**src/rtl/mux_rr_arbiter_pkg.sv**
```systemverilog
// Shared types and helpers for the round-robin mux arbiter.
package mux_rr_arbiter_pkg;

   localparam int unsigned MAX_SEL_WIDTH = 8;
   localparam int unsigned MAX_N         = 2 ** MAX_SEL_WIDTH;

   typedef enum logic {
      IDLE = 1'b0,
      BUSY = 1'b1
   } state_t;

   typedef struct packed {
      logic                     found;
      logic [MAX_SEL_WIDTH-1:0] idx;
   } pick_t;

   // Width needed to count 0..v-1, never less than one bit.
   function automatic int unsigned clog2(input int unsigned v);
      int unsigned w;
      w = 1;
      while ((w < 31) && ((32'd1 << w) < v)) w++;
      return w;
   endfunction

   // First requester found scanning ptr, ptr+1, ... modulo n.
   function automatic pick_t rr_pick(input logic [MAX_N-1:0]         req,
                                     input logic [MAX_SEL_WIDTH-1:0] ptr,
                                     input int unsigned              n);
      pick_t                    p;
      logic [MAX_SEL_WIDTH-1:0] idx;
      p = '0;
      for (int unsigned k = 0; k < MAX_N; k++) begin
         if (k < n) begin
            idx = MAX_SEL_WIDTH'((32'(ptr) + k) % n);
            if (!p.found && req[idx]) begin
               p.found = 1'b1;
               p.idx   = idx;
            end
         end
      end
      return p;
   endfunction

endpackage

```
**src/rtl/mux_rr_arbiter_mux.sv**
```systemverilog
// Parameterized N:1 single-bit mux.
module mux #(
   parameter int unsigned sel_width = 3
) (
   input  logic [(2**sel_width)-1:0] in,
   input  logic [sel_width-1:0]      sel,
   output logic                      out
);

   assign out = in[sel];

endmodule

```
**src/rtl/mux_rr_arbiter.sv**
```systemverilog
// Round-robin arbiter owning the select of a shared N:1 bit mux.
module mux_rr_arbiter
   import mux_rr_arbiter_pkg::*;
#(
   parameter int unsigned sel_width = 3,
   parameter int unsigned hold_max  = 16
) (
   input  logic                      clk,
   input  logic                      rst,
   input  logic [(2**sel_width)-1:0] req,
   input  logic [(2**sel_width)-1:0] in,
   output logic [(2**sel_width)-1:0] gnt,
   output logic [sel_width-1:0]      sel,
   output logic                      valid,
   output logic                      out,
   output logic                      timeout
);

   localparam int unsigned n      = 2 ** sel_width;
   localparam int unsigned hcnt_w = clog2(hold_max);

   state_t               state_q, state_d;
   logic [sel_width-1:0] ptr_q, ptr_d;
   logic [hcnt_w-1:0]    hcnt_q, hcnt_d;
   logic [sel_width-1:0] sel_d;
   logic [n-1:0]         gnt_d;
   logic                 valid_d;
   logic                 timeout_d;
   logic [sel_width-1:0] next_ptr;
   logic                 expired;
   logic                 release_now;
   pick_t                pick_idle;
   pick_t                pick_rot;
   logic                 mux_bit;

   // State and output registers; synchronous reset clears any grant.
   always_ff @(posedge clk) begin
      if (rst) begin
         state_q <= IDLE;
         ptr_q   <= '0;
         hcnt_q  <= '0;
         sel     <= '0;
         gnt     <= '0;
         valid   <= 1'b0;
         timeout <= 1'b0;
      end else begin
         state_q <= state_d;
         ptr_q   <= ptr_d;
         hcnt_q  <= hcnt_d;
         sel     <= sel_d;
         gnt     <= gnt_d;
         valid   <= valid_d;
         timeout <= timeout_d;
      end
   end

   // Next-state: grant from idle, or release/rotate/regrant while busy.
   always_comb begin
      state_d     = state_q;
      ptr_d       = ptr_q;
      hcnt_d      = hcnt_q;
      sel_d       = sel;
      timeout_d   = 1'b0;
      next_ptr    = sel + sel_width'(1);
      expired     = (hcnt_q == hcnt_w'(hold_max - 1));
      release_now = !req[sel] || expired;
      pick_idle   = rr_pick(MAX_N'(req), MAX_SEL_WIDTH'(ptr_q), n);
      pick_rot    = rr_pick(MAX_N'(req), MAX_SEL_WIDTH'(next_ptr), n);

      case (state_q)
         IDLE: begin
            if (pick_idle.found) begin
               state_d = BUSY;
               sel_d   = sel_width'(pick_idle.idx);
               hcnt_d  = '0;
            end
         end
         BUSY: begin
            if (release_now) begin
               ptr_d     = next_ptr;
               timeout_d = req[sel] && expired;
               hcnt_d    = '0;
               if (pick_rot.found) begin
                  sel_d = sel_width'(pick_rot.idx);
               end else begin
                  state_d = IDLE;
               end
            end else begin
               hcnt_d = hcnt_q + hcnt_w'(1);
            end
         end
         default: state_d = IDLE;
      endcase

      valid_d = (state_d == BUSY);
      gnt_d   = valid_d ? (n'(1) << sel_d) : '0;
   end

   mux #(.sel_width(sel_width)) u_mux (
      .in  (in),
      .sel (sel),
      .out (mux_bit)
   );

   assign out = valid & mux_bit;

endmodule

```
**config.mk**
```make
export PLATFORM = sky130hd
export DESIGN_NAME = mux_rr_arbiter
export DESIGN_NICKNAME = d
export VERILOG_FILES = /design/src/rtl/mux_rr_arbiter_pkg.sv /design/src/rtl/mux_rr_arbiter_mux.sv /design/src/rtl/mux_rr_arbiter.sv
export SDC_FILE = /design/constraint.sdc
export NUM_CORES = 1
export LEC_CHECK = 0
export ABC_AREA = 1
export BUFFER_PORTS_ARGS = -buffer_cell sky130_fd_sc_hd__buf_2
export CORE_ASPECT_RATIO = 0.8
export CORE_MARGIN = 2
export CORE_UTILIZATION = 34
export CTS_CLUSTER_DIAMETER = 200
export CTS_CLUSTER_SIZE = 28
export DETAILED_ROUTE_END_ITERATION = 10
export PLACE_DENSITY_LB_ADDON = 0.05
export SYNTH_ARGS = -nofsm -noshare
export SYNTH_HDL_FRONTEND = slang
export SYNTH_SLANG_ARGS = --single-unit
export TNS_END_PERCENT = 20
```
**constraint.sdc**
```tcl
create_clock -name clk -period 7.05 [get_ports clk]
set_clock_uncertainty 0.05 [all_clocks]
set_input_delay 1.41 -clock clk [delete_from_list [all_inputs] [get_ports clk]]
set_output_delay 1.41 -clock clk [all_outputs]
set_load 0.01 [all_outputs]
```
### Yosys cells after proc, flatten, opt, wreduce, memory -nomap -nowiden

Cells that the tools add are included.

| storage, ports and cells | value |
|---|---|
| memories kept | 0 |
| RAM bits | 0 |
| logic and storage cells | 143 |
| bits in latches | 0 |
| input bits | 18 |
| bits in registers | 20 |
| bits in read-only memories | 0 |

| cells by class | value |
|---|---|
| equality and inequality tests | 2 |
| mux-type cells | 63 |
| $lt $le $gt $ge | 17 |
| shifts and indexed selects | 1 |
| reduce and logical (&&, ||, !) cells | 34 |
| $mul | 0 |
| bitwise logic cells | 4 |
| $add $sub $neg | 16 |
| divide/modulo/power cells | 0 |

Operator list:

| cell | number |
|---|---|
| $lt A3 B9 Y1 const B | 16 |
| $mux W9 | 16 |
| $bmux W1 S3 | 18 |
| $add A3 B3 Y3 const B | 8 |
| $mux W1 | 21 |
| $logic_and A1 B1 Y1 | 15 |
| $logic_not A1 Y1 | 15 |
| $add A3 B2 Y3 const B | 4 |
| $add A3 B1 Y3 const B | 3 |
| $mux W3 | 3 |
| $mux W4 | 2 |
| $pmux W4 S2 | 1 |
| $shl A1 B3 Y8 const A | 1 |
| $pmux W3 S2 | 1 |
| $add A4 B1 Y4 const B | 1 |
| $eq A4 B4 Y1 const B | 1 |
| $lt A3 B4 Y1 const B | 1 |
| $not A1 Y1 | 3 |
| $reduce_or A3 Y1 | 1 |
| $ne A2 B2 Y1 const B | 1 |
| $pmux W1 S2 | 1 |
| $reduce_and A2 Y1 | 1 |
| $reduce_or A2 Y1 | 1 |
| $and A1 B1 Y1 | 1 |
| $logic_or A1 B1 Y1 | 1 |

### Logic depth before layout (Yosys ltp)

Gate-level depths: netlist of run 1.

| depth | value |
|---|---|
| word-level depth | 30 |
| depth in mapped cells | 25 |
| gate-level depth less buffers | 22 |

### By module

Synthesis of run 1 repeated with hierarchy kept, for this count alone.

| second synthesis, totals | value |
|---|---|
| cell total of the unflattened synthesis | 454 |
| area, all modules | 2,581.2 µm² |

By module, submodules not included:

| module | sequential area each (µm²) | instances | area an instance (µm²) | cells an instance |
|---|---|---|---|---|
| mux_rr_arbiter | 400.4 | 1 | 2,471.1 | 426 |
| mux | 0.0 | 1 | 110.1 | 28 |

### Least setup slack after synthesis of run 1

No wires, ideal clock.

| timing | value |
|---|---|
| path kind | in2out |
| from | in in[6] |
| to | out out |
| arrival time | 1,935 ps |
| stages | 4 |
| data required time | 5,590 ps |
| setup slack | 3,655 ps |
| cell sequence | o21ai_0 > o22ai_1 > o21ai_0 > a31oi_1 |

| on the way | value |
|---|---|
| longest elaborated chain between the ends | 3 |

RTL lines:

| what | line | source |
|---|---|---|
| start: declaration | mux_rr_arbiter.sv:11 | `input logic [(2**sel_width)-1:0] in,` |
| $bmux W1 S3 | mux_rr_arbiter_mux.sv:10 | `assign out = in[sel];` |
| $mux W1 (not written as such) | mux_rr_arbiter_mux.sv:10 |  |
| $and A1 B1 Y1 | mux_rr_arbiter.sv:105 | `assign out = valid & mux_bit;` |
| end: declaration | mux_rr_arbiter.sv:15 | `output logic out,` |

Every way passes these cells. The select of a mux whose other input is x is not followed.

### Worst setup path after layout of run 1

Same ends and word-level chain as after synthesis.

==> impl_summary.md, run 1 <==
STA
Setup violations remaining at the end of the flow were counted as 0. The period utilization is 51.64%. After layout, the worst setup slack is 3.410 ns.

The shortest period the worst path allows is 3.640 ns. The transition time at the pin with the least slew margin is 0.7595 ns. The relative max-transition margin is 49.30%. The max-slew violation count is 0. Setup repair after global routing left no endpoint under its margin. The fmax is 274.7 MHz. The accumulated negative setup slack is 0 ns. The total count of hold-check failures in the final report is 0.

Synth
The total of warnings raised by yosys is 0. Summing the areas of all and, or, nand and nor instances in the mapped netlist gives 60.07% of the synthesized area. For this run, the register share of the synthesized area comes to 17.41%. Measured against the total synthesized area, the mux share comes to 0%.

Each instance of the synthesized netlist takes up on average 5.706 um2. The area share of fa/ha/maj cells after synthesis is 2.720%. The complex-gate fraction of the synthesized area is 8.107%. The combinational family with the most area after synthesis is simple AND/OR/NAND/NOR gates. In this run, synthesis produced a sequential element count of 20.

Summing every instance area after synthesis gives 0.002300 mm2. Summing the areas of all xor and xnor instances in the mapped netlist gives 2.231% of the synthesized area. The gate count after technology mapping is 403. The number of different library cells in the post-synthesis netlist is 37. When the netlist entered floorplanning its net count stood at 426.

Finish
After filler insertion, the fill cell instance count of the layout stands at 758. The area growth from synthesis to final layout is 11.26%. The leading cell type in the layout, fill and taps excluded is sky130_fd_sc_hd__nand2_1. In the layout the commonest cells are 145 x sky130_fd_sc_hd__nand2_1, 51 x sky130_fd_sc_hd__nand3_1, 43 x sky130_fd_sc_hd__nor2_1. 0 antenna diodes ended up in the layout. The fraction of final layout cells with drive strength greater than 1 is 18.22%.

The final core utilization is 39.52%. The layout net count is 452. The final non-filler cell area is 0.002559 mm2.

Job
Across the run, the number of max-cap violations was 0.

Placed design
At the end of routability-driven placement, the weighted congestion stood at 0.8780. The worst setup timing slack at the placement stage is 3.425 ns. After legalization and detailed placement, the total HPWL measured 5502 um.

The count of buffers from port buffering is 31. The placement-stage cell area is 0.002487 mm2.

Critical path
The category of the critical setup timing path is input pin to output pin. The largest driver fanout on the critical path is 1. The data arrival time at the worst-slack endpoint is 2.18 ns.

The worst setup path is launched from an input pin. At the worst endpoint, the required time is 5.59 ns. The kind of end point of the critical path is an output pin.

Floorplanning
The floorplan step defined a core boundary enclosing 0.006474 mm2. The width of the die is 95.95 um. The initial core utilization is 35.52%. The row count is 26. The die outline area is 0.007442 mm2. The chip height is 77.56 um. The I/O pin count is 32.

Clocking
CTS built an H-tree with a depth of 1. The clock drives 20 sinks. The maximum root-to-sink buffer count is 2. Counting the buffers created by CTS gives 3.

TritonCTS built the clock tree. The number of hold buffers added after cts is 0. Clock latency on the worst-skew pair, taken at its later pin, is 0.26 ns. Buffers added to address setup during post-CTS repair amount to 0. After clock tree synthesis, the clock-pin slew on the worst setup and hold paths is 0.08 ns. Once the clock tree was built, the resizer swapped 0 gates to a different size. The master cell of the clock root buffer is sky130_fd_sc_hd__clkbuf_8.

GRT
The number of antenna violations at the first check in global routing is 0. The maximum number of pins on one net before global-route repair is 22. The total grt overflow is 0. The number of global-route vias before repair came to 2448.

The first global-routing pass estimated 11460 um of wire. Global routing used 19.23% of the available tracks.

Pwr
For this design the static power due to leakage is 1.329 nW. The power density relative to cell area is 523.2 mW/mm2. The final total power is 1.339 mW. Across the VDD grid, the largest voltage drop is 0.2027 mV.

Route
Detailed routing inserted a total of 2585 vias. The number of violations reported at the end of detailed-routing iteration 0 is 136. The first TritonRoute pass finished after 4 iterations. The final layout contains routed wiring with a total length of 6891 um. The post-detailed-route count of antenna-violating nets is 0. After detailed routing, the number of remaining DRC violations is 0. The final routed wire length divided by cell count is 13.46 um.

The via-per-instance ratio is 5.049.

Run status
The run finished with clean final reports.

Worst hold path
The kind of path behind the tightest hold check is register to register.
-- flip-flops by register name, indices dropped and copies added (netlist names) --
register and count:
timeout 1, sel 3, hcnt_q 4, state_q 1, ptr_q 3, gnt 8
-- Yosys cell counts (all sizes together) --
cell / count / share of area (%)
nand2: 160 / 28
nand3: 63 / 17
nor2: 48 / 9.4
inv: 37 / 6.1
dfxtp: 20 / 17
o21ai: 19 / 4.1
nand4: 11 / 3.5
a21oi: 10 / 2.2
buf: 10 / 3.2
ha: 5 / 2.7
nor3: 4 / 0.87
xor2: 3 / 1.5
a31oi: 2 / 0.54
o22ai: 2 / 0.54
xnor2: 2 / 0.76
and2: 1 / 0.27
clkinv: 1 / 0.16
nand3b: 1 / 0.33
nor3b: 1 / 0.33
o2111ai: 1 / 0.38
o211ai: 1 / 0.33
or2: 1 / 0.27
-- layout make-up --
type                       instances  area [um2]  share of cell area (%)
multi-input combinational        335        1682                   65.72
sequential                        20       400.4                   15.65
timing repair buffer              31       155.1                   6.064
inverter                          38       145.1                   5.672
tap                               84       105.1                   4.108
clock buffer                       3       41.29                   1.614
clock inverter                     1       30.03                   1.174
-- critical path, stage by stage --
cell	delay (ns)
sky130_fd_sc_hd__buf_2	0.08
sky130_fd_sc_hd__o21ai_0	0.06
sky130_fd_sc_hd__o22ai_1	0.19
sky130_fd_sc_hd__o21ai_0	0.10
sky130_fd_sc_hd__a31oi_1	0.18
sky130_fd_sc_hd__buf_2	0.16
-- per-stage QoR --
stage          std cells  hold slack, ns
3_5_place_dp         508          0.4195
6_report             512          0.4291
3_3_place_gp         508          0.3998
2_1_floorplan        403          0.3890
5_1_grt              512          0.4596
4_1_cts              512          0.4311
-- kinds of logic (layout without fill, tap and decap cells) --
group | count (synthesis) | after routing
flip-flops | 20 | 20
buffers and inverters | 48 | 73
AND/OR/NAND/NOR | 290 | 290
adder cells (fa/ha/maj) | 5 | 5
AO/OA/AOI/OAI | 35 | 35
XOR/XNOR | 5 | 5
-- worst paths after layout --
kind | depth (start not counted) | slack (ns) | startpoint | endpoint
worst max register to register | 19 | 3.47 | sel[0] | gnt[6]
worst min-delay path | 2 | 0.43 | hcnt_q[3] | hcnt_q[3]
worst max-delay path | 6 | 3.41 | in[6] | out
worst min register to register | 2 | 0.43 | hcnt_q[3] | hcnt_q[3]
-- report_power, final --
part | total, mW | switching (mW) | internal (mW)
clock network | 0.116 | 0.0400 | 0.0758
logic | 1.03 | 0.718 | 0.315
registers | 0.190 | 0.0481 | 0.142
total | 1.34 | 0.806 | 0.533
-- routing by layer --
| layer | wire length, um | up-vias | track usage, % |
|---|---|---|---|
| met4 | 36 | 0 | 3.000 |
| li1 | - | 1363 | - |
| met1 | 3654 | 1163 | 29.54 |
| met5 | 0 | - | 0 |
| met3 | 310 | 4 | 2.136 |
| met2 | 2890 | 55 | 29.09 |
No activity file was read; power rests on OpenSTA's default activity.
==> run 2: changes to the inputs <==
==> constraint.sdc (replaced) <==
create_clock -name clk -period 3.08 [get_ports clk]
set_clock_uncertainty 0.05 [all_clocks]
set_input_delay 0.616 -clock clk [delete_from_list [all_inputs] [get_ports clk]]
set_output_delay 0.616 -clock clk [all_outputs]
set_load 0.01 [all_outputs]
==> run 2 against run 1 <==
Cell area increased by 2.6%. Sequential cell count unchanged. Sequential share of layout area decreased by 0.35 points. Clock power increased by 130%. Sequential power increased by 110%. Non-clock buffer count increased by 8. Combinational power increased by 140%. Global-route usage increased by 0.37 points. First-iteration DRC count increased by 24%. Die area unchanged. Cell count increased by 1.6%. Wire length increased by 1.1%. Critical path type is now register to register. Critical endpoint is now gnt[3]. Largest power group unchanged. Highest routed layer unchanged.
==> impl_summary.md, run 2 (synthesized netlist as in run 1, its figures left out) <==
Run status
The run finished with clean final reports.

GRT
The first-pass GRT wire length is 11700 um (+2.1%). The number of antenna violations at the first check in global routing was 0 (unchanged). The total grt overflow is 0 (unchanged).

The maximum number of pins on one net before global-route repair came to 21 (-4.5%). The aggregate global-route resource usage is 19.60% (+0.37 points). The number of global-route vias before repair came to 2338 (-4.5%).

Critical path
The launch instance of the worst register-to-register path is ptr_q[1]. The number of buffers and inverters on the critical path came to 2 (unchanged). The data arrival time at the worst-slack endpoint is 2.91 ns (+0.73 ns). The cell occurring most often along the worst timing path is sky130_fd_sc_hd__nand2_1. The category of the critical setup timing path is register to register. The cell type group with the largest total delay on the critical path is simple AND/OR/NAND/NOR gates. The kind of end point of the critical path is a register.

The reg-to-reg critical path endpoint is gnt[3]. The worst setup path is launched from a register. The setup slack of the worst register-to-register path is 0.28 ns (-3.19 ns).

The signal on the critical path passes through inv_2 > ha_1 > inv_2 > nand3_1 > nand3_2 > nand2_4 > nor2_8 > nand4_2 > nor2_4 > nand3_4 > nand2_1 > nor2_1 > nand2_1 > nand2_1 > nand2_2 > nand2_1 > nand2_1 > nor2_1. The required time of the critical path is 3.18 ns (-2.41 ns). The delay contributed by the slowest stage of the critical path is 0.46 ns (+0.27 ns). The largest driver fanout on the critical path is 9 (+8). The slowest cell on the critical path is sky130_fd_sc_hd__dfxtp_2. The number of cell instances on the worst register-to-register path is 18 (-1).

Route
The final routed wire length divided by cell count is 13.39 um (-0.48%). The number of remaining DRC errors was 0 (unchanged). The number of violations reported at the end of detailed-routing iteration 0 is 169 (+24%). The aggregate routed wire length is 6965 um (+1.1%). The first-pass iteration count of the detailed router came to 4 (unchanged). The post-detailed-route count of antenna-violating nets is 0 (unchanged). The via-per-instance ratio is 4.977 (-1.4%). The count of vias placed by the detailed router is 2588 (+0.12%).

STA
The transition time at the pin with the least slew margin was 0.4671 ns (-0.2924 ns). The slack of the critical path is 0.2766 ns (-3.133 ns). The fmax is 356.7 MHz. The total of endpoints with negative setup slack in the final report is 0 (unchanged). Setup repair after global routing left no endpoint under its margin.

The accumulated negative setup slack is 0 ns (unchanged). The max-slew violation count is 0 (unchanged). The total count of hold-check failures in the final report is 0 (unchanged). For the finished layout, the period the worst path requires is 2.803 ns.

The final worst hold slack is 0.4158 ns (-0.01336 ns). The period utilization is 91.02%. The relative max-transition margin was 68.53% (+19 points).

Clocking
The maximum root-to-sink buffer count is 2 (unchanged). The master cell of the clock root buffer is sky130_fd_sc_hd__clkbuf_8. The insertion delay of the later-clocked pin in the worst-skew pair is 0.26 ns (about the same). The maximum level of the CTS H-tree is 1 (unchanged). The total CTS buffers came to 3 (unchanged). The clock-pin slew on the worst setup and hold paths is 0.08 ns (about the same). The sink count of the clock tree is 20 (unchanged).

TritonCTS built the clock tree.

Pwr
The leakage power of the design was 1.369 nW (+3.0%). The power density relative to cell area is 1201 mW/mm2 (+130%). The maximum vdd drop is 0.4456 mV (+120%). The final total power came to 3.155 mW (+140%).

Job
The max-cap violation count is 0 (unchanged).

Floorplanning
The width of the die came to 95.95 um (unchanged). The initial core utilization is 35.52% (unchanged). The placeable core area is 0.006474 mm2 (unchanged). The I/O pin count was 32 (unchanged). The die outline area is 0.007442 mm2 (unchanged). The chip height was 77.56 um (unchanged). The row count is 26 (unchanged).

Worst hold path
The depth of the worst hold-timing path came to 2 (unchanged). The terminating pin of the worst hold path is hcnt_q[3]. The startpoint of the worst hold path is hcnt_q[3]. The kind of path behind the tightest hold check is register to register.

Placed design
The placed wire-length estimate is 5662 um (+2.9%). The count of buffers from port buffering came to 31 (unchanged). The final weighted congestion in routability-driven placement came to 0.8570 (-2.4%). The placed cell count is 516 (+1.6%).

The worst setup timing slack at the placement stage is 0.1555 ns (-3.270 ns). The placement-stage cell area is 0.002547 mm2 (+2.4%).

Finish
The area growth from synthesis to final layout is 14.20%. The final core utilization is 40.57% (+1.0 points). The largest registers in the layout are gnt: 8 flops, hcnt_q: 4 flops. The total of fill cells in the finished design is 715 (-5.7%).

The antenna cell count is 0 (unchanged). The fraction of final layout cells with drive strength greater than 1 is 20.18% (+2.0 points). The final non-filler cell area came to 0.002626 mm2 (+2.6%). The top cell types in the final layout, fill and taps aside, are 145 x sky130_fd_sc_hd__nand2_1, 51 x sky130_fd_sc_hd__nand3_1, 43 x sky130_fd_sc_hd__nor2_1. The non-filler instance count after layout is 520 (+1.6%). The layout net count is 460 (+1.8%).

The area of combinational cells with multiple inputs is 0.001685 mm2 (+0.22%). The sequential standard cell area is 401.6 um2 (+0.31%). The number of flip-flops under the largest register name is 8 (unchanged). The top register by number of flip-flops is gnt. The leading cell type in the layout, fill and taps excluded is sky130_fd_sc_hd__nand2_1.
[run 2: cell count changes in the layout (fill, tap and decap cells not counted)]
cell,delta
sky130_fd_sc_hd__buf_4,+8
sky130_fd_sc_hd__a21oi_1,-1
sky130_fd_sc_hd__a21oi_2,+1
sky130_fd_sc_hd__dfxtp_1,-1
sky130_fd_sc_hd__dfxtp_2,+1
sky130_fd_sc_hd__inv_2,-1
sky130_fd_sc_hd__inv_4,+1
[run 2: area by class of cell]
| type | instances | area share [%] |
|---|---|---|
| Multi-Input combinational cell | 335 | 64.17 |
| Tap cell | 84 | 4.002 |
| Inverter | 38 | 5.622 |
| Sequential cell | 20 | 15.29 |
| Clock buffer | 3 | 1.572 |
| Timing Repair Buffer | 39 | 8.194 |
| Clock inverter | 1 | 1.143 |
[run 2: worst max-delay path by stage]
stage / end / cells past startpoint / slack (ns) / from
after detailed placement: gnt[7] / 18 / 0.16 / ptr_q[1]
after global routing: gnt[6] / 19 / 0.006 / sel[0]
after global placement: gnt[7] / 18 / 0.09 / ptr_q[1]
final: gnt[3] / 18 / 0.28 / ptr_q[1]
after floorplan: gnt[6] / 22 / 0.35 / sel[0]
after CTS: gnt[7] / 18 / 0.15 / ptr_q[1]
[run 2: report_power, final]
group | switching [mW] | leakage (nW) | internal [mW]
Combinational | 1.71 | 1.17 | 0.783
Clock | 0.0891 | 0.0357 | 0.173
Sequential | 0.0696 | 0.164 | 0.326
[run 2: worst reg2reg max path, stage by stage (launching register included)]
cell and delay, ns:
sky130_fd_sc_hd__dfxtp_2 0.46, sky130_fd_sc_hd__inv_2 0.16, sky130_fd_sc_hd__ha_1 0.41, sky130_fd_sc_hd__inv_2 0.17
sky130_fd_sc_hd__nand3_1 0.15, sky130_fd_sc_hd__nand3_2 0.12, sky130_fd_sc_hd__nand2_4 0.07, sky130_fd_sc_hd__nor2_8 0.11
sky130_fd_sc_hd__nand4_2 0.11, sky130_fd_sc_hd__nor2_4 0.19, sky130_fd_sc_hd__nand3_4 0.13, sky130_fd_sc_hd__nand2_1 0.11
sky130_fd_sc_hd__nor2_1 0.05, sky130_fd_sc_hd__nand2_1 0.05, sky130_fd_sc_hd__nand2_1 0.06, sky130_fd_sc_hd__nand2_2 0.10
sky130_fd_sc_hd__nand2_1 0.08, sky130_fd_sc_hd__nand2_1 0.09, sky130_fd_sc_hd__nor2_1 0.04
[run 2: layer usage]
metal  GRT usage, %  vias up  part of all wire, %
met5              0        -                    0
met4          1.429        0                 0.57
met3          2.816        4                  5.1
met2          27.76       56                   40
met1          32.01     1150                   54
li1               -     1378                    -
[run 2: timing repair]
| action | CTS | global route |
|---|---|---|
| gates resized for setup | 0 | 3 |
| hold buffers | 0 | 0 |
| hold endpoints to repair | 0 | 0 |
| setup buffers | 0 | 0 |
| setup endpoints to repair | 0 | 11 |
